`config.mk`:
```
export PLATFORM = sky130hd
export DESIGN_NAME = bin2bcd_seq
export DESIGN_NICKNAME = d
export VERILOG_FILES = /design/src/rtl/bin2bcd_seq.sv
export SDC_FILE = /design/constraint.sdc
export NUM_CORES = 1
export LEC_CHECK = 0
export CORE_MARGIN = 2
export CORE_UTILIZATION = 45
export DETAILED_ROUTE_END_ITERATION = 12
export PLACE_DENSITY = 0.69
export SYNTH_ARGS = -nofsm -noshare
export SYNTH_HDL_FRONTEND = slang
export SYNTH_SLANG_ARGS = --single-unit
```
`constraint.sdc`:
```
create_clock -name clk -period 2.55 [get_ports clk]
set_input_delay 0.255 -clock clk [delete_from_list [all_inputs] [get_ports clk]]
set_output_delay 0.255 -clock clk [all_outputs]
set_load 0.01 [all_outputs]
```
`src/rtl/bin2bcd_seq.sv`:
```
// bin2bcd_seq: iterative double-dabble binary-to-BCD converter, one bit per cycle, valid/ready handshakes.
// Optional leading-zero blanking mask is enabled by defining BIN2BCD_SEQ_BLANK_EN.
module bin2bcd_seq #(
    parameter int WIDTH_BIN = 18,
    parameter int WIDTH_BCD = 24
) (
    input  logic                   clk,
    input  logic                   rst_n,
    input  logic                   in_valid,
    output logic                   in_ready,
    input  logic [WIDTH_BIN-1:0]   in_bin,
    output logic                   out_valid,
    input  logic                   out_ready,
    output logic [WIDTH_BCD-1:0]   out_bcd,
    output logic                   out_ovf,
    output logic [WIDTH_BCD/4-1:0] out_blank,
    output logic                   busy
);
    localparam int ND = WIDTH_BCD / 4;
    localparam int CW = $clog2(WIDTH_BIN + 1);

    typedef enum logic [1:0] {IDLE, SHIFT, DONE} state_t;
    state_t state, state_n;

    logic [WIDTH_BIN-1:0] bin;
    logic [WIDTH_BCD-1:0] bcd, adj, bcd_n;
    logic                 ovf, ovf_n, last;
    logic [CW-1:0]        cnt;

    assign in_ready  = state == IDLE;
    assign busy      = state == SHIFT;
    assign out_valid = state == DONE;
    assign last      = cnt == CW'(WIDTH_BIN - 1);

    always_comb begin
        adj = bcd;
        for (int i = 0; i < ND; i++)
            adj[4*i+:4] = bcd[4*i+:4] >= 4'd5 ? bcd[4*i+:4] + 4'd3 : bcd[4*i+:4];
    end

    // The bit falling off the top digit means the operand does not fit in ND digits.
    assign bcd_n = {adj[WIDTH_BCD-2:0], bin[WIDTH_BIN-1]};
    assign ovf_n = ovf | adj[WIDTH_BCD-1];

    always_comb begin
        state_n = state;
        if (state == IDLE && in_valid)
            state_n = SHIFT;
        else if (state == SHIFT && last)
            state_n = DONE;
        else if (state == DONE && out_ready)
            state_n = IDLE;
    end

    always_ff @(posedge clk or negedge rst_n)
        if (!rst_n)
            state <= IDLE;
        else
            state <= state_n;

    // out_bcd/out_ovf are captured on the final iteration so they hold the last result outside DONE.
    always_ff @(posedge clk or negedge rst_n)
        if (!rst_n) begin
            bin     <= '0;
            bcd     <= '0;
            ovf     <= 1'b0;
            cnt     <= '0;
            out_bcd <= '0;
            out_ovf <= 1'b0;
        end else if (in_ready && in_valid) begin
            bin <= in_bin;
            bcd <= '0;
            ovf <= 1'b0;
            cnt <= '0;
        end else if (busy) begin
            bin <= bin << 1;
            bcd <= bcd_n;
            ovf <= ovf_n;
            cnt <= cnt + 1'b1;
            if (last) begin
                out_bcd <= bcd_n;
                out_ovf <= ovf_n;
            end
        end

`ifdef BIN2BCD_SEQ_BLANK_EN
    logic [ND-1:0] blank_n;
    logic          all_zero;

    always_comb begin
        blank_n  = '0;
        all_zero = 1'b1;
        for (int i = ND - 1; i >= 1; i--) begin
            all_zero   = all_zero && bcd_n[4*i+:4] == 4'd0;
            blank_n[i] = all_zero;
        end
    end

    always_ff @(posedge clk or negedge rst_n)
        if (!rst_n)
            out_blank <= '0;
        else if (busy && last)
            out_blank <= blank_n;
`else
    assign out_blank = '0;
`endif
endmodule
```
==> metrics.cfg, run 1 <==
[outcome]
status = completed

[timing]
hold_viol = 0
timing.fmax_ghz = 0.5074
slew_headroom_pct = 37.31
rsz0062_at_grt = no
worst_pin_slew_ps = 940.4
period_minus_slack_ps = 1971
slew_viol_final = 0
setup-tns-final_ps = 0
setup_viol = 0
period_share_pct = 77.29
fin_skew_ps = 8.287

[synth]
syn_avg_cell_area_um2 = 10.40
syn_area_um2 = 3546
synth_top_cell_area_share_pct = 52.93
synth_cell_types = 30
ys_warn_count = 0
synth_common_cells = dfrtp_1 (75), nand2_1 (53), o21ai_0 (29)
synth_top_flop_cell = dfrtp_1
synth_edf_count = 0
syn_inst = 341
synth_largest_area_cell = dfrtp_1
ys_seq_elements = 75
synth.area.top_cells = dfrtp_1 (53%), nand2_1 (5.6%), ha_1 (4.9%)
yosysSeqAreaShare_pct = 52.93
async_flop_share_pct = 100.0
yosysMostFrequentCell = dfrtp_1

[run]
drv_cap = 0

[critical_path]
critPathSlowestCell = clkdlybuf4s50_1
cp_top_family = buffers and inverters
startpoint_type = flop
reg2reg_to = bcd[7]
crit_buf_inv = 2
rrSetupSlack_ps = 730
crit_chain = nand2b_1 -> inv_2 -> clkdlybuf4s50_1
rr_startpoint = state[0]
crit_path_start = state[1]
cpPeakStageDelay_ps = 560
crit_required_ps = 2300
critPathMaxFanout = 7
cp.depth = 3
crit_arrival_ps = 1720
r2r_cells = 6
crit_end = busy
cp-end-kind = primary output
worstSetupPathType = reg2out

[placement]
place_area_um2 = 4089
place_congestion = 0.8006
dp_hpwl_um = 4404
io_buffers = 49
placedCellCount = 481

[final_layout]
layout-drive-gt1-share_pct = 10.41
multi_input_area_um2 = 1499
layout.cells.non_filler = 496
fin_nets = 426
fill_cells = 711
regArea_um2 = 1877
areaGrowthSynthToFinish_pct = 20.25
fin_area_um2 = 4264
final_util_pct = 55.47
diodes = 0

[routing]
routed_wl_um = 6687
drtAntennaViolNets = 0
drc = 0
drtIter0Drc = 132
vias = 2600
firstDrtPassIters = 4
viasPerCell = 5.242
routedWlPerCell_um = 13.48

[clock_network]
post_cts_buffers = 0
root_buffer = clkbuf_8
postCtsHoldBufs = 0
cts_sinks = 75
clk_pin_slew_ps = 70
clk_latency_ps = 340
cts_buffer_depth = 2
cts_made_buffers = 9
htree_levels = 3
ctsResizeCount = 0
cts_tree = done

[floorplanning]
dieArea_um2 = 8606
fp.dieW_um = 92.77
fp-row-count = 32
start_util_pct = 46.13
core_area_um2 = 7687
io_pins = 56
die_h_um = 92.77

[global_routing]
gr-usage-all-layers_pct = 17.14
antenna_found_initial = 0
grt_pass1_wl_um = 11700
gr-total-overflow = 0
grt_max_degree = 76
grt_pass1_vias = 2540

[pwr]
power.density_nw_per_um2 = 1273
peakVddDrop_v = 0.0004505
finalPower_uw = 5428
p_leak_uw = 0.001945

[worst_hold_path]
hold_class = in2async

==> worst register-to-register path: stages (launching register included) <==
cell,delay [ps]
dfrtp_1,440
nand2b_1,210
inv_2,120
nor2_2,320
buf_4,400
o21ai_0,170
o21ai_0,90
==> kinds of logic after synthesis <==
| family | count (synthesis) | share of synthesized area, % |
|---|---|---|
| DFF | 75 | 52.93 |
| adders and majority gates | 14 | 4.940 |
| AOI/OAI and AO/OA | 86 | 15.14 |
| xor gates and xnor gates | 6 | 1.482 |
| and+or+nand+nor | 103 | 14.04 |
| buffers and inverters | 37 | 5.540 |
| muxes | 19 | 5.822 |
| other | 1 | 0.1058 |
==> layout make-up <==
class / instances / share of cell area (%)
flip-flops and latches: 75 / 44.01
multi-input cells: 234 / 35.15
repair buffers: 54 / 12.32
clock buffers: 12 / 3.169
well taps: 102 / 2.993
inverters: 16 / 1.408
clock inverters: 3 / 0.9390
==> cell usage in the layout, fill, tap and decap left out, types with 2 or more instances in the layout <==
cell	count
a22o_1	13
nor3b_1	6
clkinv_2	2
conb_1	6
nor3_1	6
or3b_2	6
a21oi_1	17
ha_1	14
o21ai_0	29
clkbuf_1	3
nand4_1	2
nand3_1	3
nand2_1	53
dfrtp_1	75
a31oi_1	7
clkbuf_8	9
nor2_1	16
xnor2_1	6
inv_1	15
nand2b_1	7
mux2_2	13
clkdlybuf4s50_1	48
a22oi_1	17
buf_4	6
mux2i_1	6
==> flip-flops by register name (all words and copies together) (netlist names) <==
signal   flops
bcd         24
bin         18
cnt          5
out_bcd     24
out_ovf      1
ovf          1
state        2
==> report_power, final <==
group / internal, uW / total, uW / switching, uW
sequential: 1720 / 2110 / 398
clock: 445 / 848 / 403
combinational: 1200 / 2470 / 1270
total: 3360 / 5430 / 2070
==> metal layers <==
layer	vias up	routed length (um)	part of all wire, %	track usage [%]
met1	1260	3257	49	23.34
li1	1270	-	-	-
met3	6	358	5.4	4.557
met2	64	2998	45	26.03
met4	0	74	1.1	6.985
met5	-	0	0	0
==> worst min-delay path by stage <==
stage / startpoint / endpoint / slack [ps]
after floorplan: rst_n / bcd[0] / -40
after global placement: rst_n / out_bcd[20] / 460
after detailed placement: bin[11] / bin[11] / 460
after CTS: rst_n / out_bcd[19] / 90
after global routing: rst_n / out_bcd[20] / 140
final: rst_n / out_bcd[19] / 30
==> through the flow <==
step                hold slack, ps  worst slack [ps]
global route                 136.3             474.1
detailed placement           462.9             665.0
finish                       33.06             579.2
floorplan                   -40.59             773.9
CTS                          89.16             546.6
global placement             460.4             697.5
No activity file was read; power rests on OpenSTA's default activity.
==> inputs of run 2 (changes only) <==
- PLACE_DENSITY: 0.69 -> 0.71
- clock period: 2.55 -> 1.7 ns (I/O delays scaled with it)
==> metrics.cfg, run 2 (synthesis gave the netlist of run 1 again) <==
[clock_network]
cts_buffer_depth = 2
cts_tree = done
root_buffer = clkbuf_8
clk_pin_slew_ps = 80
htree_levels = 3
cts_made_buffers = 9
cts_sinks = 75
clk_latency_ps = 350

[routing]
vias = 2662
dr_wl_met2_um = 3360
routed_wl_um = 7203
viasPerCell = 5.261
drc = 0
drtAntennaViolNets = 0
drtIter0Drc = 116
routedWlPerCell_um = 14.24
met1Wirelength_um = 3275
wl_met3_um = 483
firstDrtPassIters = 4
top_layer = met4

[final_layout]
areaGrowthSynthToFinish_pct = 26.39
regArea_um2 = 1877
fin_area_um2 = 4482
final_util_pct = 58.30
fill_cells = 657
layout_commonest_cell = dfrtp_1
layout-drive-gt1-share_pct = 14.85
largest_registers = bcd x24, out_bcd x24, bin x18
diodes = 0
fin_nets = 435
layout_common_cells = dfrtp_1 (75), nand2_1 (52), clkdlybuf4s50_1 (45)
multi_input_area_um2 = 1530

[pwr]
power.density_nw_per_um2 = 1960
peakVddDrop_v = 0.001090
finalPower_uw = 8785
p_leak_uw = 0.002049

[critical_path]
cp-end-kind = flop
cpPeakStageDelay_ps = 410
critPathMaxFanout = 15
critPathSlowestCell = dfrtp_1
startpoint_type = flop
crit_required_ps = 1930
cp_top_family = flip-flops
crit_chain = inv_1 -> ha_1 -> nand2_2 -> nor4_4 -> buf_12 -> mux2_2
worstSetupPathType = reg2reg
crit_arrival_ps = 1820
crit_buf_inv = 2

[timing]
period_minus_slack_ps = 1592
slew_viol_final = 0
holdWs_ps = 291.2
timing.fmax_ghz = 0.6282
setup_viol = 0
period_share_pct = 93.64
fin_skew_ps = 11.11
rsz0062_at_grt = no
hold_viol = 0

[run]
drv_cap = 0

[floorplanning]
die_h_um = 92.77
fp-row-count = 32
dieArea_um2 = 8606
io_pins = 56
core_area_um2 = 7687
start_util_pct = 46.13
fp.dieW_um = 92.77

[placement]
place_congestion = 0.8091
place_area_um2 = 4167
dp_hpwl_um = 4681
io_buffers = 49

[outcome]
status = completed

[global_routing]
antenna_found_initial = 0
gr-usage-all-layers_pct = 17.54
grt_pass1_vias = 2578
grt_pass1_wl_um = 11870
gr-total-overflow = 0
grt_max_degree = 45

[worst_hold_path]
hold_class = in2async

-- run 2: cell type report --
| cell class | count | area share, % |
|---|---|---|
| multi-input cells | 234 | 34.14 |
| repair buffers | 63 | 14.43 |
| clock inverters | 6 | 2.513 |
| flip-flops and latches | 75 | 41.88 |
| inverters | 16 | 1.340 |
| well taps | 102 | 2.848 |
| clock buffers | 10 | 2.848 |
-- run 2: metal layers --
metal,track usage (%),vias to the layer above
met2,27.60,72
met1,23.10,1289
met3,6.509,9
li1,-,1292
met4,4.289,0
met5,0,-
-- run 2: final timing paths --
path	depth (start not counted)	endpoint	from	slack, ps
setup reg to reg	6	out_bcd[10]	cnt[1]	110
hold / removal	2	bcd[19]	rst_n	290
max in group asynchronous	3	out_bcd[0]	rst_n	840
hold reg to reg	2	bin[12]	bin[12]	480
min in group clk	3	bin[10]	in_bin[10]	410
setup / recovery	6	out_bcd[10]	cnt[1]	110
-- run 2: where the power goes --
part	leakage [uW]	switching, uW	internal, uW
sequential	0.000956	626	2570
combinational	0.000972	2010	1940
clock	0.000121	659	981
-- run 2: repair_timing --
action                                  in CTS  in global routing
gates resized for setup                      5                  6
hold buffers                                 1                  0
gates cloned                                 0                  1
pin swaps                                    0                  1
endpoints found under the setup margin       3                 19
buffers inserted                             1                  1
hold endpoints to repair                    31                  0
-- run 2: stage by stage --
| step | TNS [ps] | setup WS, ps | std cells |
|---|---|---|---|
| 2_1_floorplan | -290.7 | -58.14 | 346 |
| 3_3_place_gp | 0 | 89.34 | 486 |
| 3_5_place_dp | 0 | 32.46 | 486 |
| 4_1_cts | 0 | 9.725 | 504 |
| 5_1_grt | 0 | 8.072 | 506 |
| 6_report | 0 | 108.1 | 506 |
